--- src/rtl/ram_port_arbiter.sv ---
// N-channel arbiter sharing one synchronous RAM port between several masters.
// Round-robin or fixed-priority grant, registered issue stage, tagged read return.
module ram_port_arbiter #(
  parameter int NCH       = 4,
  parameter int AW        = 16,
  parameter int DW        = 16,
  parameter int RD_LAT    = 1,
  parameter int PRIO_MODE = 0
) (
  input  logic              clock,
  input  logic              reset_n,
  input  logic [NCH-1:0]    req,
  input  logic [NCH-1:0]    we,
  input  logic [NCH*AW-1:0] addr,
  input  logic [NCH*DW-1:0] wdata,
  output logic [NCH-1:0]    gnt,
  output logic [NCH-1:0]    rvalid,
  output logic [DW-1:0]     rdata,
  output logic [AW-1:0]     mem_address,
  output logic [DW-1:0]     mem_data,
  output logic              mem_wren,
  input  logic [DW-1:0]     mem_q
);

  localparam int PW = (NCH > 1) ? $clog2(NCH) : 1;
  localparam logic [NCH-1:0] ONE_HOT0 = {{(NCH-1){1'b0}}, 1'b1};

  // Index wrap uses an explicit compare so non-power-of-two NCH stays in range.
  function automatic logic [PW-1:0] wrap_add(input logic [PW-1:0] base, input int off);
    int sum;
    sum = int'(base) + off;
    if (sum >= NCH) begin
      sum = sum - NCH;
    end else begin
      sum = sum;
    end
    return PW'(sum);
  endfunction

  logic [PW-1:0]   ptr_r;
  logic [PW-1:0]   idx_s;
  logic [PW-1:0]   win_s;
  logic            found_s;
  logic [NCH-1:0]  gnt_s;
  logic            win_we_s;
  logic [AW-1:0]   win_addr_s;
  logic [DW-1:0]   win_wdata_s;

  logic [AW-1:0]   mem_address_r;
  logic [DW-1:0]   mem_data_r;
  logic            mem_wren_r;
  logic            rd_issue_r;
  logic [PW-1:0]   tag_issue_r;
  logic [RD_LAT:0] pv_r;
  logic [PW-1:0]   pt_r [0:RD_LAT];

  // Winner search: scan from ptr (round-robin) or from channel 0 (fixed priority).
  always_comb begin
    idx_s   = '0;
    win_s   = '0;
    found_s = 1'b0;
    for (int off = 0; off < NCH; off++) begin
      idx_s   = (PRIO_MODE == 1) ? PW'(off) : wrap_add(ptr_r, off);
      win_s   = (!found_s && req[idx_s]) ? idx_s : win_s;
      found_s = found_s | req[idx_s];
    end
    gnt_s = (found_s && reset_n) ? (ONE_HOT0 << win_s) : '0;
  end

  assign win_we_s    = we[win_s];
  assign win_addr_s  = addr[win_s*AW +: AW];
  assign win_wdata_s = wdata[win_s*DW +: DW];

  // Round-robin pointer advances past the channel just served.
  always_ff @(posedge clock or negedge reset_n) begin
    if (!reset_n) begin
      ptr_r <= '0;
    end else if (found_s && (PRIO_MODE == 0)) begin
      ptr_r <= wrap_add(win_s, 1);
    end else begin
      ptr_r <= ptr_r;
    end
  end

  // Issue stage: address/data hold between transfers, write enable is a one-cycle pulse.
  always_ff @(posedge clock or negedge reset_n) begin
    if (!reset_n) begin
      mem_address_r <= '0;
      mem_data_r    <= '0;
      mem_wren_r    <= 1'b0;
      rd_issue_r    <= 1'b0;
      tag_issue_r   <= '0;
    end else if (found_s) begin
      mem_address_r <= win_addr_s;
      mem_data_r    <= win_wdata_s;
      mem_wren_r    <= win_we_s;
      rd_issue_r    <= ~win_we_s;
      tag_issue_r   <= win_s;
    end else begin
      mem_address_r <= mem_address_r;
      mem_data_r    <= mem_data_r;
      mem_wren_r    <= 1'b0;
      rd_issue_r    <= 1'b0;
      tag_issue_r   <= tag_issue_r;
    end
  end

  // Read tag pipeline, RD_LAT+1 deep, aligned with the RAM's q output.
  always_ff @(posedge clock or negedge reset_n) begin
    if (!reset_n) begin
      pv_r <= '0;
      for (int i = 0; i <= RD_LAT; i++) begin
        pt_r[i] <= '0;
      end
    end else begin
      pv_r    <= {pv_r[RD_LAT-1:0], rd_issue_r};
      pt_r[0] <= tag_issue_r;
      for (int i = 1; i <= RD_LAT; i++) begin
        pt_r[i] <= pt_r[i-1];
      end
    end
  end

  assign gnt         = gnt_s;
  assign rvalid      = pv_r[RD_LAT] ? (ONE_HOT0 << pt_r[RD_LAT]) : '0;
  assign rdata       = mem_q;
  assign mem_address = mem_address_r;
  assign mem_data    = mem_data_r;
  assign mem_wren    = mem_wren_r;

endmodule

--- config.mk ---
export PLATFORM = sky130hd
export DESIGN_NAME = ram_port_arbiter
export DESIGN_NICKNAME = d
export VERILOG_FILES = /design/src/rtl/ram_port_arbiter.sv
export SDC_FILE = /design/constraint.sdc
export NUM_CORES = 1
export LEC_CHECK = 0
export CAP_MARGIN = 20
export CORE_MARGIN = 10
export CORE_UTILIZATION = 44
export CTS_CLUSTER_DIAMETER = 100
export CTS_CLUSTER_SIZE = 14
export DETAILED_ROUTE_END_ITERATION = 12
export DONT_BUFFER_PORTS = 1
export PLACE_DENSITY = 0.58
export RECOVER_POWER = 25
export SKIP_LAST_GASP = 1
export SLEW_MARGIN = 10
export SYNTH_ARGS = -nofsm -noshare
export SYNTH_HDL_FRONTEND = slang
export SYNTH_SLANG_ARGS = --single-unit
--- constraint.sdc ---
create_clock -name clock -period 3.7 [get_ports clock]
set_clock_uncertainty 0.05 [all_clocks]
set_input_delay 0.74 -clock clock [delete_from_list [all_inputs] [get_ports clock]]
set_output_delay 0.74 -clock clock [all_outputs]
set_load 0.03 [all_outputs]
# Word level (Yosys, flattened, before mapping)
# Index checks and enable logic that the tools add are counted.
[totals]
regBits = 44
inputBits = 154
output_inout_bits = 57
[classes]
reduce_logical = 7
muxes = 23
n_addsub = 9
bitwise = 4
magnitude_cmp = 10
shifts = 4
[ops]
columns = ["cell", "count"]
rows = [
  ["indexed part select 64 x 7 -> 16 bit", 2],
  ["2-to-1 mux 2 bit", 9],
  ["less-than comparator 2 x 3 -> 1 bit, second input constant", 5],
  ["greater-or-equal comparator 3 bit, second input constant", 4],
  ["binary-select mux 1 bit (select 2 bit)", 5],
  ["subtractor 2 x 1 -> 2 bit, second input constant", 5],
  ["2-to-1 mux 4 bit", 2],
  ["<< shifter 1 x 2 -> 4 bit, first input constant", 2],
  ["2-to-1 mux 1 bit", 7],
  ["adder 2 x 1 -> 3 bit, second input constant", 2],
  ["adder 2 x 2 -> 3 bit, second input constant", 2],
  ["logical AND 1 bit", 4],
  ["greater-or-equal comparator 2 x 3 -> 1 bit, second input constant", 1],
  ["logical NOT 1 bit", 3],
  ["OR 1 bit", 3],
  ["inverter 1 bit", 1],
]

# Logic depth before layout (Yosys ltp)
# Gate-level depths: netlist of the first run.
[depth]
word_depth = 14
depth_mapped = 10
ltp_nobuf = 6

# Least setup slack after synthesis of the first run
# No wires, ideal clock.
[synth_path]
kind = "in2out"
startpoint = "in req[1]"
endpoint = "out gnt[2]"
t_required_ns = 2.910
path_buffers = 3
setup_slack_ns = 0.737
cell_stages = 8
t_arrival_ns = 2.173
path_cell_list = "or3b_1 > o221a_2 > buf_6 > inv_6 > buf_4 > buf_4 > ha_1 > and3_1"
[synth_between]
elab_chain_cells = 9
word_cells_on_any_way = 24
classes_between = "shift: 1; mux: 13; bitwise: 3; reduce/logical: 7"
[synth_rtl]
columns = ["element", "line", "source"]
rows = [
  ["start: declaration", "12", "input logic [NCH-1:0] req,"],
  ["binary-select mux 1 bit (select 2 bit)", "64, 65", ""],
  ["2-to-1 mux 1 bit (implied by the code)", "64, 65", ""],
  ["logical NOT 1 bit or OR 1 bit (tied branches)", "64, 65", ""],
  ["logical AND 1 bit (tied with other cells)", "64", "win_s = (!found_s && req[idx_s]) ? idx_s : win_s;"],
  ["2-to-1 mux 2 bit (tied with other cells)", "64", ""],
  ["2-to-1 mux 2 bit or logical AND 1 bit (tied branches)", "64", ""],
  ["2-to-1 mux 2 bit", "64", ""],
  ["<< shifter 1 x 2 -> 4 bit", "67", "gnt_s = (found_s && reset_n) ? (ONE_HOT0 << win_s) : '0;"],
  ["2-to-1 mux 4 bit (*)", "67", ""],
  ["end: declaration", "16", "output logic [NCH-1:0] gnt,"],
]
# Every way passes the cells marked *; elsewhere a longest branch is shown, timed or not. The select of a mux whose other input is x is not followed.

# Worst setup path after layout of the first run
[layout_path]
startpoint = "in req[0]"
endpoint = "out gnt[2]"
# Same word-level chain as after synthesis.

==> metrics, run 1 <==
Clk pin slew, worst setup/hold paths=around 0.090 ns; Slew HR=0.296; Startpoint Class=primary input; Post-synth EDFFs=0; Detailed Route Iter0 Violations=66; Horiz. Die Dim=roughly 100 microns; Achievable Freq=between 0.3 and 0.4 GHz; number of buffers and inverters on the critical path=0; routed wire length per instance=between 20 and 25 microns; Post-Syn Instances=about 340; DP HPWL=about 6500 microns; power per cell area=929 nW/um^2; Max VDD drop=approximately 0.44 mV; predominant post-synthesis flop cell=dfrtp_1; drt via density=about 6; final max-slew violation count=0; number of gates resized after CTS=0; max cap viols=0; antenna violations before repair=0; total via count after detailed routing=2255; Die Outline Area=around 10000 sq um; final clock period utilization by the worst path=0.900; post-detailed-route DRC marker count=0; Post-Route Utilization=0.460; crit-path cells=nor2b_1 -> o21ba_2 -> nor2_1 -> ha_1 -> and3_1; placeable core area=approximately 6000 sq um; critical-path cell with the highest stage delay=nor2_1; Clock H-tree levels=2; effective utilization at floorplan=0.459; Total Routing Usage GR=0.164; family with the most delay on the worst path=simple AND/OR/NAND/NOR gates; CTS buffer count=5; Total Negative Setup Slacks=0 ns; Hold Crit Class=primary input to asynchronous set/reset pin; Final Hold Fails=0; vias in the first global route=around 2500; Post-CTS Hold Fix Bufs=0; Lkg Pwr=around 1.3 nW; Overflow after GRT=0; maximum number of pins on one net before global-route repair=between 50 and 60; synthesis-stage register bit count=44; share of post-route cells with drive strength above 1=0.0617; post-synthesis async set-or-reset flop share=1.00; Worst Path Max Fanout=15; warnings from Yosys=0; Antenna diodes=0; CP Class=primary input to output port; transition at the pin with the smallest max-transition slack=around 1.1 ns; global-route wire length before repair=13200 microns; Final Routed Wirelength=roughly 8500 microns; FP Rows=28; Netlist cell types=36; IO Pins=~210; Final Net Count=~470; number of logic stages on the critical path including buffering=5; number of buffer cells added on primary ports=0; number of cells on the worst reg-to-reg path=7; RSZ-0062 raised after global routing=false; post-synth net total=roughly 490; maximum number of buffers from clock root to sink=2; power after layout=between 2 and 3 mW; TritonCTS clock tree=done; synth-to-layout area growth=0.0906%; number of iterations in the first detailed-routing pass=4; Mapped Avg Cell Area=about 8.3 sq um; post-CTS setup-driven buffer insertion count=0; sequential cell area fraction in the yosys report=0.398; required time of the worst setup path=between 2 and 3 ns; number of clock sinks seen by CTS=44; die boundary height=between 90 and 100 microns; Max stage delay on crit path=0.79 ns; later-pin clock latency in the skew report=~0.29 ns; arrival time at the worst endpoint=around 2.5 ns; Min Clock Period, post-route=about 3.3 ns; run status=finished clean; Crit. End Element=output port; number of nets still failing antenna checks after routing=0; RD Place Congestion=roughly 0.75; root buffer cell=clkbuf_8; Synth Cell Area=approximately 2800 sq um; final number of setup-violating endpoints=0
cells by family (layout without fill, tap and decap cells):
kind of cell / after synthesis / after routing / share of synthesized area
compound gates: 97 / 97 / 0.226
fa+ha+maj: 4 / 4 / 0.0181
buf+inv: 43 / 16 / 0.105
flops: 44 / 44 / 0.398
mux: 13 / 13 / 0.0525
simple gates: 134 / 134 / 0.200
area by class of cell:
type | instances | area, sq um
fillers | 609 | 3260
repair buffers | 5 | 37.5
inverters | 3 | 16.3
multi-input cells | 248 | 1390
flip-flops and latches | 44 | 1100
clock inverters | 1 | 30.0
clock buffers | 7 | 96.3
well taps | 75 | 93.8
stage by stage:
stage	setup WS (ns)	hold WS [ns]	cell area [sq um]	instances
after floorplan	0.737	0.281	2770	335
after global placement	0.391	0.283	2640	375
after detailed placement	0.351	0.285	2640	375
after CTS	0.349	0.0653	2770	383
after global routing	0.216	0.0571	2770	383
final	0.372	0.0833	2770	383
layout by cell type (no fill, tap or decap), drive strengths merged:
cell type	count
a21boi	2
nand2	113
buf	5
inv	3
a311oi	1
and3	6
a211o	20
o21ba	1
dfrtp	44
nor3b	2
a21oi	41
o21bai	1
nor4	1
a31oi	12
or3b	1
and3b	1
or4	1
ha	4
o221a	1
mux2	12
mux2i	1
nor2	2
bufinv	1
o22ai	12
nand3	4
o221ai	1
o21ai	3
o31ai	1
a311o	1
nor2b	3
clkbuf	7
layer usage:
layer | routed length [microns] | track usage | vias to the layer above
met2 | 4290 | 0.278 | 96
met4 | 189 | 0.0595 | 0
li1 | - | - | 1093
met5 | 0 | 0 | -
met1 | 3060 | 0.172 | 1047
met3 | 1000 | 0.0830 | 19
cells in the mapped netlist (all sizes together) (2+ instances only):
cell type / instances / share of area
a211o: 20 / 0.063
a21boi: 2 / 0.0054
a21oi: 41 / 0.074
a31oi: 12 / 0.027
and3: 6 / 0.014
buf: 31 / 0.087
clkbuf: 9 / 0.012
dfrtp: 44 / 0.40
ha: 4 / 0.018
inv: 3 / 0.0059
mux2: 12 / 0.049
nand2: 113 / 0.15
nand3: 4 / 0.0072
nor2: 2 / 0.0027
nor2b: 3 / 0.0068
nor3b: 2 / 0.0054
o21ai: 3 / 0.0054
o22ai: 12 / 0.027
report_power, final:
part / internal (mW) / switching (mW) / total [mW]
clock: 0.238 / 0.158 / 0.396
sequential: 0.711 / 0.559 / 1.27
combinational: 0.346 / 0.559 / 0.905
total: 1.30 / 1.28 / 2.57
sequential cells by signal (all words and copies together) (netlist names):
name and cells:
mem_address 16, mem_data 16, pt_r 4, ptr_r 2, pv_r 2, tag_issue_r 2
mem_wren 1, rd_issue_r 1
worst paths after layout:
path | slack [ns] | start | endpoint
max | 0.37 | req[0] | gnt[2]
min | 0.08 | reset_n | mem_address[1]
max reg2reg | 1.09 | ptr_r[1] | mem_address[13]
min reg2reg | 0.30 | pv_r[0] | pv_r[1]
max in group asynchronous | 3.42 | reset_n | mem_data[2]
min in group clock | 0.30 | pv_r[0] | pv_r[1]
(Power assumes the default switching activity.)
==> run 2, diff against run 1 <==
ABC_AREA = 0   (was not set)
==> results of run 2 <==
No change in the layout: final DEF, timing and power equal those of run 1.
